**src/rtl/prng_sample_packer.sv**
```systemverilog
// Purpose: packs PACK consecutive N-bit PRNG samples into one wide word,
// buffers packed words in a show-ahead FIFO with a valid/ready output, and
// runs a repetition-count health test that flags a stuck generator.
// Ports:
//   clk, reset            rising-edge clock, synchronous active-high reset
//   sample_in/valid       PRNG output word and its done strobe (no backpressure)
//   word_out/valid/ready  FIFO head (first sample in LSBs), non-empty, pop
//   fifo_count            words currently buffered
//   overflow              sticky: a packed word was dropped on a full FIFO
//   stuck_alarm           sticky: REP_LIMIT identical samples in a row
//   clear_alarms          clears both sticky alarms (a set in the same cycle wins)
module prng_sample_packer #(
    parameter int unsigned N         = 4,
    parameter int unsigned PACK      = 4,
    parameter int unsigned DEPTH     = 4,
    parameter int unsigned REP_LIMIT = 8
) (
    input  logic                         clk,
    input  logic                         reset,
    input  logic [N-1:0]                 sample_in,
    input  logic                         sample_valid,
    output logic [N*PACK-1:0]            word_out,
    output logic                         word_valid,
    input  logic                         word_ready,
    output logic [$clog2(DEPTH+1)-1:0]   fifo_count,
    output logic                         overflow,
    output logic                         stuck_alarm,
    input  logic                         clear_alarms
);

    localparam int unsigned W     = N * PACK;
    localparam int unsigned IDX_W = (PACK > 1) ? $clog2(PACK) : 1;
    localparam int unsigned PTR_W = $clog2(DEPTH);
    localparam int unsigned CNT_W = $clog2(DEPTH + 1);
    localparam int unsigned RUN_W = $clog2(REP_LIMIT + 1);

    logic [IDX_W-1:0] pack_idx;
    logic [W-1:0]     partial;
    logic [W-1:0]     mem [DEPTH];
    logic [PTR_W-1:0] wr_ptr;
    logic [PTR_W-1:0] rd_ptr;
    logic [N-1:0]     prev;
    logic             have_prev;
    logic [RUN_W-1:0] run;

    logic [W-1:0]     packed_c;
    logic [W-1:0]     head_c;
    logic [PTR_W-1:0] rd_next_c;
    logic [RUN_W-1:0] run_next_c;
    logic             last_c;
    logic             pop_c;
    logic             full_c;
    logic             wr_en_c;
    logic             drop_c;
    logic             trip_c;

    // Completed word: stored slots plus the sample arriving in the top slot.
    always_comb begin
        packed_c          = partial;
        packed_c[W-N +: N] = sample_in;
    end

    assign last_c    = sample_valid && (pack_idx == IDX_W'(PACK - 1));
    assign pop_c     = word_valid && word_ready;
    assign full_c    = (fifo_count == CNT_W'(DEPTH));
    assign wr_en_c   = last_c && (!full_c || pop_c);
    assign drop_c    = last_c && full_c && !pop_c;
    assign rd_next_c = rd_ptr + PTR_W'(1);

    // Run length saturates at REP_LIMIT so the alarm condition stays true.
    always_comb begin
        run_next_c = RUN_W'(1);
        if (have_prev && (sample_in == prev)) begin
            run_next_c = (run == RUN_W'(REP_LIMIT)) ? run : run + RUN_W'(1);
        end
    end

    assign trip_c = sample_valid && (run_next_c == RUN_W'(REP_LIMIT));

    // Next show-ahead head; holds the last value once the FIFO drains.
    always_comb begin
        head_c = word_out;
        if (pop_c) begin
            if (fifo_count == CNT_W'(1)) begin
                if (wr_en_c) begin
                    head_c = packed_c;
                end
            end else begin
                head_c = mem[rd_next_c];
            end
        end else if (wr_en_c && (fifo_count == '0)) begin
            head_c = packed_c;
        end
    end

    // Packing and repetition-test state.
    always_ff @(posedge clk) begin
        if (reset) begin
            pack_idx  <= '0;
            partial   <= '0;
            prev      <= '0;
            have_prev <= 1'b0;
            run       <= '0;
        end else if (sample_valid) begin
            for (int unsigned k = 0; k < PACK; k++) begin
                if (pack_idx == IDX_W'(k)) begin
                    partial[k*N +: N] <= sample_in;
                end
            end
            pack_idx  <= last_c ? '0 : pack_idx + IDX_W'(1);
            prev      <= sample_in;
            have_prev <= 1'b1;
            run       <= run_next_c;
        end
    end

    // FIFO storage; contents are meaningless after reset, so no reset here.
    always_ff @(posedge clk) begin
        if (!reset && wr_en_c) begin
            mem[wr_ptr] <= packed_c;
        end
    end

    // FIFO pointers, count and registered head.
    always_ff @(posedge clk) begin
        if (reset) begin
            wr_ptr     <= '0;
            rd_ptr     <= '0;
            fifo_count <= '0;
            word_valid <= 1'b0;
            word_out   <= '0;
        end else begin
            if (wr_en_c) begin
                wr_ptr <= wr_ptr + PTR_W'(1);
            end
            if (pop_c) begin
                rd_ptr <= rd_next_c;
            end
            if (wr_en_c && !pop_c) begin
                fifo_count <= fifo_count + CNT_W'(1);
                word_valid <= 1'b1;
            end else if (!wr_en_c && pop_c) begin
                fifo_count <= fifo_count - CNT_W'(1);
                word_valid <= (fifo_count != CNT_W'(1));
            end
            word_out <= head_c;
        end
    end

    // Sticky alarms; a set condition beats a simultaneous clear.
    always_ff @(posedge clk) begin
        if (reset) begin
            overflow    <= 1'b0;
            stuck_alarm <= 1'b0;
        end else begin
            if (drop_c) begin
                overflow <= 1'b1;
            end else if (clear_alarms) begin
                overflow <= 1'b0;
            end
            if (trip_c) begin
                stuck_alarm <= 1'b1;
            end else if (clear_alarms) begin
                stuck_alarm <= 1'b0;
            end
        end
    end

endmodule

```
**config.mk**
```make
export PLATFORM = sky130hd
export DESIGN_NAME = prng_sample_packer
export DESIGN_NICKNAME = d
export VERILOG_FILES = /design/src/rtl/prng_sample_packer.sv
export SDC_FILE = /design/constraint.sdc
export NUM_CORES = 1
export LEC_CHECK = 0
export ABC_CLOCK_PERIOD_IN_PS = 2200
export BUFFER_PORTS_ARGS = -buffer_cell sky130_fd_sc_hd__buf_2
export CORE_AREA = 2 2 95 97
export DETAILED_ROUTE_END_ITERATION = 10
export DIE_AREA = 0 0 97 99
export HOLD_SLACK_MARGIN = 0.08
export PLACE_DENSITY = 0.71
export SYNTH_ARGS = -nofsm -noshare
export SYNTH_HDL_FRONTEND = slang
export SYNTH_SLANG_ARGS = --single-unit
export TNS_END_PERCENT = 5
```
**constraint.sdc**
```tcl
create_clock -name clk -period 2.2 [get_ports clk]
set_input_delay 0 -clock clk [delete_from_list [all_inputs] [get_ports clk]]
set_output_delay 0 -clock clk [all_outputs]
set_load 0.05 [all_outputs]
```
# Word-level counts from Yosys, hierarchy flattened
# Memories as Yosys holds them, arrays and structs flattened.
# Index checks and enable logic that the tools add are counted.
[classes]
add_sub_neg = 6
multipliers = 0
div_mod_pow = 0
n_lt_le_gt_ge = 0
eq_ne = 10
shift = 0
muxes = 16
bitwise = 0
reduce_logical = 26
[op_table]
columns = ["operator", "n"]
rows = [
  ["16-bit 2-to-1 mux", 4],
  ["1-bit logical AND", 11],
  ["4-bit == test (second input constant)", 2],
  ["4-bit 2-to-1 mux", 2],
  ["2-bit AND reduction", 4],
  ["2-bit nonzero test", 4],
  ["1-bit 2-to-1 mux", 7],
  ["2-bit by 1-bit adder with 2-bit output (second input constant)", 3],
  ["3-bit 2-to-1 mux", 2],
  ["4-bit by 1-bit adder with 4-bit output (second input constant)", 1],
  ["2-bit == test (second input constant)", 2],
  ["4-bit == test", 1],
  ["1-bit logical NOT", 4],
  ["3-bit by 1-bit adder with 3-bit output (second input constant)", 1],
  ["3-bit by 1-bit == test with 1-bit output (second input constant)", 1],
  ["3-bit == test (second input constant)", 1],
  ["3-bit logical NOT", 1],
  ["3-bit by 1-bit inequality test with 1-bit output (second input constant)", 1],
  ["3-bit inequality test (second input constant)", 1],
  ["3-bit by 1-bit subtractor with 3-bit output (second input constant)", 1],
  ["2-bit by 1-bit == test with 1-bit output (second input constant)", 1],
  ["2-bit logical NOT", 1],
  ["2-bit 2-to-1 mux", 1],
  ["1-bit logical OR", 1],
]
[word_totals]
register_bits = 49
latch_bits = 0
ram_bits = 64
mem_bits_ro = 0
wordCells = 73
memories = 1
[memory_table]
columns = ["memory", "depth", "word_bits", "read_ports", "rd_ports_with_merged_regs", "write_ports", "line_no", "rtl"]
rows = [
  ["mem", 4, 16, 1, 0, 1, "39", "logic [W-1:0] mem [DEPTH];"],
]

# Longest topological paths before layout
# Gate-level depths: netlist of run 1.
[logic_depth]
ltp_word = 8
mapped_depth = 9
mapped_depth_nobuf = 9

# Worst setup path before layout of run 1
# OpenSTA, ideal clock, no wires.
[synth_timing]
kind = "register -> register"
startpoint = "register fifo_count[0]"
endpoint = "register word_out[10]"
setup_time_ps = 60
arrival_ps = 2321
setup_slack_ps = -182
stages_incl_launch_ff = 10
path_buffers = 1
period_less_slack_ps = 2382
cell_sequence = "dfxtp_1 > inv_1 > ha_1 > a31o_2 > ha_1 > nand3b_1 > o21ai_1 > nor3b_2 > buf_4 > a221o_1"
[synth_via]
elab_chain_len = 7
[synth_rtl]
columns = ["item", "line_no", "rtl"]
rows = [
  ["start, declared", "25", "output logic [$clog2(DEPTH+1)-1:0] fifo_count,"],
  ["start signal, assigned", "140", "fifo_count <= fifo_count + CNT_W'(1);"],
  ["start signal, assigned", "143", "fifo_count <= fifo_count - CNT_W'(1);"],
  ["3-bit == test", "65", "assign full_c = (fifo_count == CNT_W'(DEPTH));"],
  ["1-bit logical NOT", "66", "assign wr_en_c = last_c && (!full_c || pop_c);"],
  ["1-bit logical OR", "66", ""],
  ["1-bit logical AND", "66", ""],
  ["1-bit logical AND", "91", "end else if (wr_en_c && (fifo_count == '0)) begin"],
  ["2-bit nonzero test (no source line)", "-", ""],
  ["2-bit AND reduction (no source line)", "-", ""],
  ["end signal, assigned", "131", "word_out <= '0;"],
  ["end signal, assigned", "146", "word_out <= head_c;"],
  ["end, declared", "22", "output logic [N*PACK-1:0] word_out,"],
]
# Parallel ways exist; a longest one is shown, timed or not.
# A chain may end at the register's enable or synchronous reset.

# Final worst setup path of run 1
[layout_timing]
startpoint = "register fifo_count[1]"
endpoint = "register word_out[0]"
# The elaborated chain is that of the path after synthesis.

==> impl_metrics.toml, run 1 <==
[power]
finalPower_mw = 5.318
powerDensity_nw_per_um2 = 926.4
ir_worst_vdd_v = 0.0006798
power_leakage_nw = 2.188

[global_route]
grt_pass1_wl_um = 15010
track_usage_pct = 20.47
grt_pass1_vias = 2924
antenna_found_initial = 0
grt_start_max_net_pins = 32
grt_overflow = 0

[floorplanning]
core_area_um2 = 8551
die_w_um = 97
die_y_um = 99
rows = 34
die_area_um2 = 9603
start_util_pct = 53.94
io_pins = 31

[worst_setup_path]
crit_fanout = 16
path_cells = "inv_1, ha_1, a31o_2, ha_1, nand3b_1, o21ai_1, nor3b_4, buf_12, a221o_1"
cp_slowest_stage_delay_ns = 0.35
cp-start-kind = "register"
worst_setup_path_end_kind = "register"
crit_type = "reg -> reg"
crit_path_frequent_cell = "ha_1"
crit_arrival_ns = 2.39
cp_slowest_cell = "dfxtp_2"
crit_required_ns = 2.65

[placed_design]
dp.cells = 475
gp_congestion = 0.7683
place_hpwl_um = 5484
io_buffers = 30

[logic_synthesis]
synth.net_count = 355
synth_top_family_by_area = "simple AND/OR/NAND/NOR gates"
synth_area_um2 = 4612
synth_fa_ha_area_share_pct = 4.341
seq_area_frac_synth_pct = 62.94
synth_compound_area_share_pct = 6.999
synth.lib_cells_used.distinct = 42
synth_xor_area_share_pct = 2.089
avgSynthCellArea_um2 = 13.98
synthSimpleGateAreaFrac_pct = 10.80
ys_ff_latch = 113
synthMuxAreaShare_pct = 9.631
synthCells = 330
ys_warn_count = 0

[worst_hold_path]
hp-class = "in -> reg"

[cells_and_area]
seqCellArea_um2 = 2907
n_fill_cell = 592
stdcell_count = 518
diodes = 0
syn2layout_area_growth_pct = 24.47
nets = 422
multiInputGateArea_um2 = 1568
drive_above_1_share_pct = 25.37

[sta]
relSlewSlack_pct = 60.15
rsz0062_at_grt = "false"
fin_crit_sh_pct = 87.94
clock_skew_ns = 0.009830
setup_violations = 0
post-route-min-period_ns = 1.935
tightestPinTransition_ns = 0.5931
report.final.slew_viol_count = 0
final-hold-violation-count = 0
fmax_mhz = 516.9

[outcome]
outcome = "finished clean"

[detailed_routing]
via_count = 2886
via_per_inst = 5.571
ant_nets = 0
wl_per_cell_um = 17.51
dr.pass1.iters = 5
wirelength_um = 9072
drc = 0
drt-initial-drc-count = 158

[clock_tree]
root_buffer = "clkbuf_8"
clk_latency_ns = 0.51
clockBufferDepth = 2
cts_max_level = 4
cts_inserted_buffers = 17
clkSlewWorstSetupHoldPaths_ns = 0.05
cts_tree = "done"
cts.sinks = 113

[flow_run]
drv_cap = 0
-- layout make-up --
| class | count | share of cell area (%) |
|---|---|---|
| clock buffers | 18 | 7.280 |
| flip-flops and latches | 113 | 50.63 |
| inverters | 12 | 0.7847 |
| clock inverters | 14 | 3.313 |
| multi-input cells | 191 | 27.31 |
| well taps | 108 | 2.354 |
| repair buffers | 62 | 8.326 |
-- Yosys cell counts, drive strengths merged --
library cell | n | share of area [%]
edfxtp | 64 | 42
dfxtp | 49 | 21
nor2 | 22 | 1.8
a21oi | 18 | 2.0
nand2 | 18 | 1.5
nor2b | 18 | 2.4
a221o | 16 | 3.5
ha | 16 | 4.3
mux4 | 16 | 7.9
nand3 | 16 | 1.7
inv | 12 | 0.98
mux2i | 8 | 1.7
xor2 | 8 | 1.5
buf | 7 | 1.6
clkbuf | 7 | 0.65
and2 | 6 | 0.81
nand2b | 4 | 0.54
nor3b | 3 | 0.60
o21ai | 3 | 0.33
xnor2 | 3 | 0.57
a31o | 2 | 0.38
nand4 | 2 | 0.27
or3 | 2 | 0.27
a221oi | 1 | 0.19
a2bb2oi | 1 | 0.19
a311oi | 1 | 0.19
a31oi | 1 | 0.14
and3 | 1 | 0.14
and4b | 1 | 0.22
nand3b | 1 | 0.16
nor3 | 1 | 0.11
nor4b | 1 | 0.19
o211ai | 1 | 0.16
-- registers in the layout, summed over array words and instances (netlist names) --
name         cells
word_out        16
word_valid       1
wr_ptr           2
prev             4
overflow         1
pack_idx         2
partial         12
stuck_alarm      1
rd_ptr           2
have_prev        1
mem             64
fifo_count       3
run              4
-- kinds of logic (layout without fill, tap and decap cells) --
| kind of cell | count (synthesis) | after routing |
|---|---|---|
| DFF | 113 | 113 |
| and+or+nand+nor | 96 | 96 |
| AOI/OAI and AO/OA | 44 | 44 |
| buffers and inverters | 26 | 106 |
| muxes | 24 | 24 |
| adders and majority gates | 16 | 16 |
| xor gates and xnor gates | 11 | 11 |
-- stage by stage --
stage | worst slack, ns | hold slack (ns) | utilization [%] | instance area [µm²] | setup TNS (ns)
final | 0.2652 | 0.3880 | 67.13 | 5741 | 0
after global routing | 0.1621 | 0.4128 | 67.13 | 5741 | 0
after CTS | 0.2907 | 0.3822 | 67.13 | 5741 | 0
after detailed placement | -0.3269 | 0.3233 | 58.55 | 5006 | -5.065
after global placement | -0.2165 | 0.3029 | 58.55 | 5006 | -3.437
after floorplan | 0.03253 | 0.09887 | - | 4616 | 0
-- report_power, final --
part | internal, mW | switching [mW]
Sequential | 2.26 | 0.0302
Combinational | 0.0936 | 0.152
Clock | 1.83 | 0.950
-- layer usage --
layer	wire length, µm	track usage [%]
met5	0	0
met4	155	8.559
met3	374	5.532
met2	4632	34.88
met1	3911	24.79
-- what timing repair did --
action / in CTS / in global routing
endpoints found under the setup margin: 16 / 0
resized for setup: 1 / 0
hold buffers: 10 / 0
hold endpoints to repair: 45 / 0
buffers inserted: 1 / 0
-- critical path: cells and delay by family, from the launching register on --
kind            cells  cell delay (ns)
fa+ha+maj           2             0.38
simple gates        2             0.35
flops               1             0.35
buf+inv             2             0.26
compound gates      3             0.53
-- placed cells by master, fill, tap and decap left out, drive strengths merged, types with 8 or more instances in the layout --
cell / n
nand2: 18
dfxtp: 49
mux2i: 8
clkbuf: 18
buf: 52
nor2: 22
inv: 12
edfxtp: 64
nand3: 16
mux4: 16
xor2: 8
ha: 16
nor2b: 18
a221o: 16
a21oi: 18
dlygate4sd3: 10
-- worst paths after layout --
check                start     endpoint  slack [ns]  depth (start not counted)
max          fifo_count[1]  word_out[0]        0.27                          9
min           sample_in[1]   mem[2][13]        0.39                          2
min reg2reg      have_prev    have_prev        0.46                          2
max reg2reg  fifo_count[1]  word_out[0]        0.27                          9
No activity file was read; power rests on OpenSTA's default activity.
==> inputs of run 2 (changes only) <==
Settings changed: MAX_ROUTING_LAYER set to met4.
==> impl_metrics.toml, run 2 (synthesis results as in run 1) <==
[outcome]
outcome = "finished clean"

[global_route]
grt_pass1_vias = 2907
grt_pass1_wl_um = 15020
track_usage_pct = 21.10
grt_overflow = 0
grt_start_max_net_pins = 32
antenna_found_initial = 0

[power]
powerDensity_nw_per_um2 = 926.5
ir_worst_vdd_v = 0.0006808
pwr-share-clk_pct = 52.3
power_leakage_nw = 2.188
p_seq_share_pct = 43.1
combPwrFrac_pct = 4.6
p_switching_mw = 1.133
switching_share_pct = 21.30
finalPower_mw = 5.318
intPower_mw = 4.186

[cells_and_area]
n_fill_cell = 592
final_common_cell = "edfxtp_1"
syn2layout_area_growth_pct = 24.47
fin_util_pct = 67.13
largest_register = "mem"
layout_common_cells = "edfxtp_1 (64), dfxtp_1 (46), buf_2 (30), nor2_1 (22)"
largest_registers = "mem: 64 flops, word_out: 16 flops, partial: 12 flops"
diodes = 0
largest_register_ffs = 64
multiInputGateArea_um2 = 1568
seqCellArea_um2 = 2907
nets = 422
drive_above_1_share_pct = 25.37

[sta]
relSlewSlack_pct = 59.17
clock_skew_ns = 0.004075
fin_crit_sh_pct = 88.07
rsz0062_at_grt = "false"
setup_violations = 0
post-route-min-period_ns = 1.938
fmax_mhz = 516.1
setup-tns-final_ns = 0
report.final.slew_viol_count = 0
tightestPinTransition_ns = 0.6078
final-hold-violation-count = 0

[flow_run]
drv_cap = 0

[detailed_routing]
via_count = 2877
drt-initial-drc-count = 160
wl_per_cell_um = 17.52
dr.pass1.iters = 4
wirelength_um = 9077
ant_nets = 0
drc = 0
via_per_inst = 5.554

[worst_setup_path]
worst-r2r-cell-count = 9
crit_type = "reg -> reg"
path_cells = "inv_1, ha_1, a31o_2, ha_1, nand3b_1, o21ai_1, nor3b_4, buf_12, a221o_1"
path_buf_inv = 2
r2r_end = "word_out[0]"
cp_slowest_stage_delay_ns = 0.35
worstReg2RegStart = "fifo_count[1]"
crit_fanout = 16
critPathLaunch = "fifo_count[1]"
reg2reg_slack_ns = 0.26
cp-start-kind = "register"
endpoint = "word_out[0]"
cp_slowest_cell = "dfxtp_2"
crit_arrival_ns = 2.38
crit_required_ns = 2.65
path_depth = 9
cp_top_family = "compound AO/OA/AOI/OAI gates"
worst_setup_path_end_kind = "register"
crit_path_frequent_cell = "ha_1"

[clock_tree]
clkSlewWorstSetupHoldPaths_ns = 0.05
cts_max_level = 4
root_buffer = "clkbuf_8"
clockBufferDepth = 2
cts.sinks = 113
cts_inserted_buffers = 17
cts_tree = "done"
clk_latency_ns = 0.51

[worst_hold_path]
hp-class = "in -> reg"

[placed_design]
gp_congestion = 0.7786
place_hpwl_um = 5484
io_buffers = 30

[floorplanning]
start_util_pct = 53.94
io_pins = 31
die_w_um = 97
die_y_um = 99
core_area_um2 = 8551
die_area_um2 = 9603
rows = 34
[run 2: cell counts in the layout (fill, tap and decap cells not counted)]
Identical to the previous run, type by type.
[run 2: repair_timing]
item                                    4_1_cts  5_1_grt
endpoints found under the setup margin       16        0
hold endpoints to repair                     45        0
hold buffers                                 10        0
buffers inserted                              1        0
gates resized for setup                       1        0
[run 2: area by class of cell]
type / count / share of cell area, %
Clock buffer: 18 / 7.280
Clock inverter: 14 / 3.313
Inverter: 12 / 0.7847
Multi-Input combinational cell: 191 / 27.31
Sequential cell: 113 / 50.63
Tap cell: 108 / 2.354
Timing Repair Buffer: 62 / 8.326
[run 2: worst min-delay path by stage]
| stage | cells past startpoint | start | end |
|---|---|---|---|
| 2_1_floorplan | 0 | sample_in[0] | mem[0][12] |
| 3_3_place_gp | 4 | clear_alarms | overflow |
| 3_5_place_dp | 4 | clear_alarms | overflow |
| 4_1_cts | 2 | sample_in[2] | mem[2][14] |
| 5_1_grt | 2 | sample_in[0] | mem[1][12] |
| 6_report | 2 | sample_in[1] | mem[2][13] |
[run 2: stage by stage]
step,std cells,hold WS [ns],instance area (µm²),setup slack (ns)
after floorplan,330,0.09887,4616,0.03253
after CTS,518,0.3822,5741,0.2907
after global placement,475,0.3029,5006,-0.2165
after global routing,518,0.4144,5741,0.1620
final,518,0.3916,5741,0.2625
after detailed placement,475,0.3233,5006,-0.3269
[run 2: power by group through the flow]
| stage | combinational (mW) | sequential (mW) | clock, mW |
|---|---|---|---|
| after floorplan | 0.121 | 2.36 | 0 |
| after global placement | 0.223 | 2.33 | 0 |
| after detailed placement | 0.227 | 2.33 | 0 |
| after CTS | 0.245 | 2.29 | 2.81 |
| after global routing | 0.270 | 2.29 | 2.91 |
| final | 0.246 | 2.29 | 2.78 |
[run 2: worst register-to-register path, stage by stage, from the launching register on]
cell and delay, ns:
dfxtp_2 0.35, inv_1 0.08, ha_1 0.21, a31o_2 0.25, ha_1 0.17, nand3b_1 0.10, o21ai_1 0.11, nor3b_4 0.25
buf_12 0.19, a221o_1 0.17
[run 2: per-layer routing]
layer	routed length, µm	share of wire, %	GRT usage [%]	up-vias
met3	332	3.7	5.106	23
met1	3930	43	24.79	1414
met5	0	0	-	-
met4	214	2.4	9.209	0
li1	-	-	-	1366
met2	4599	51	34.88	74
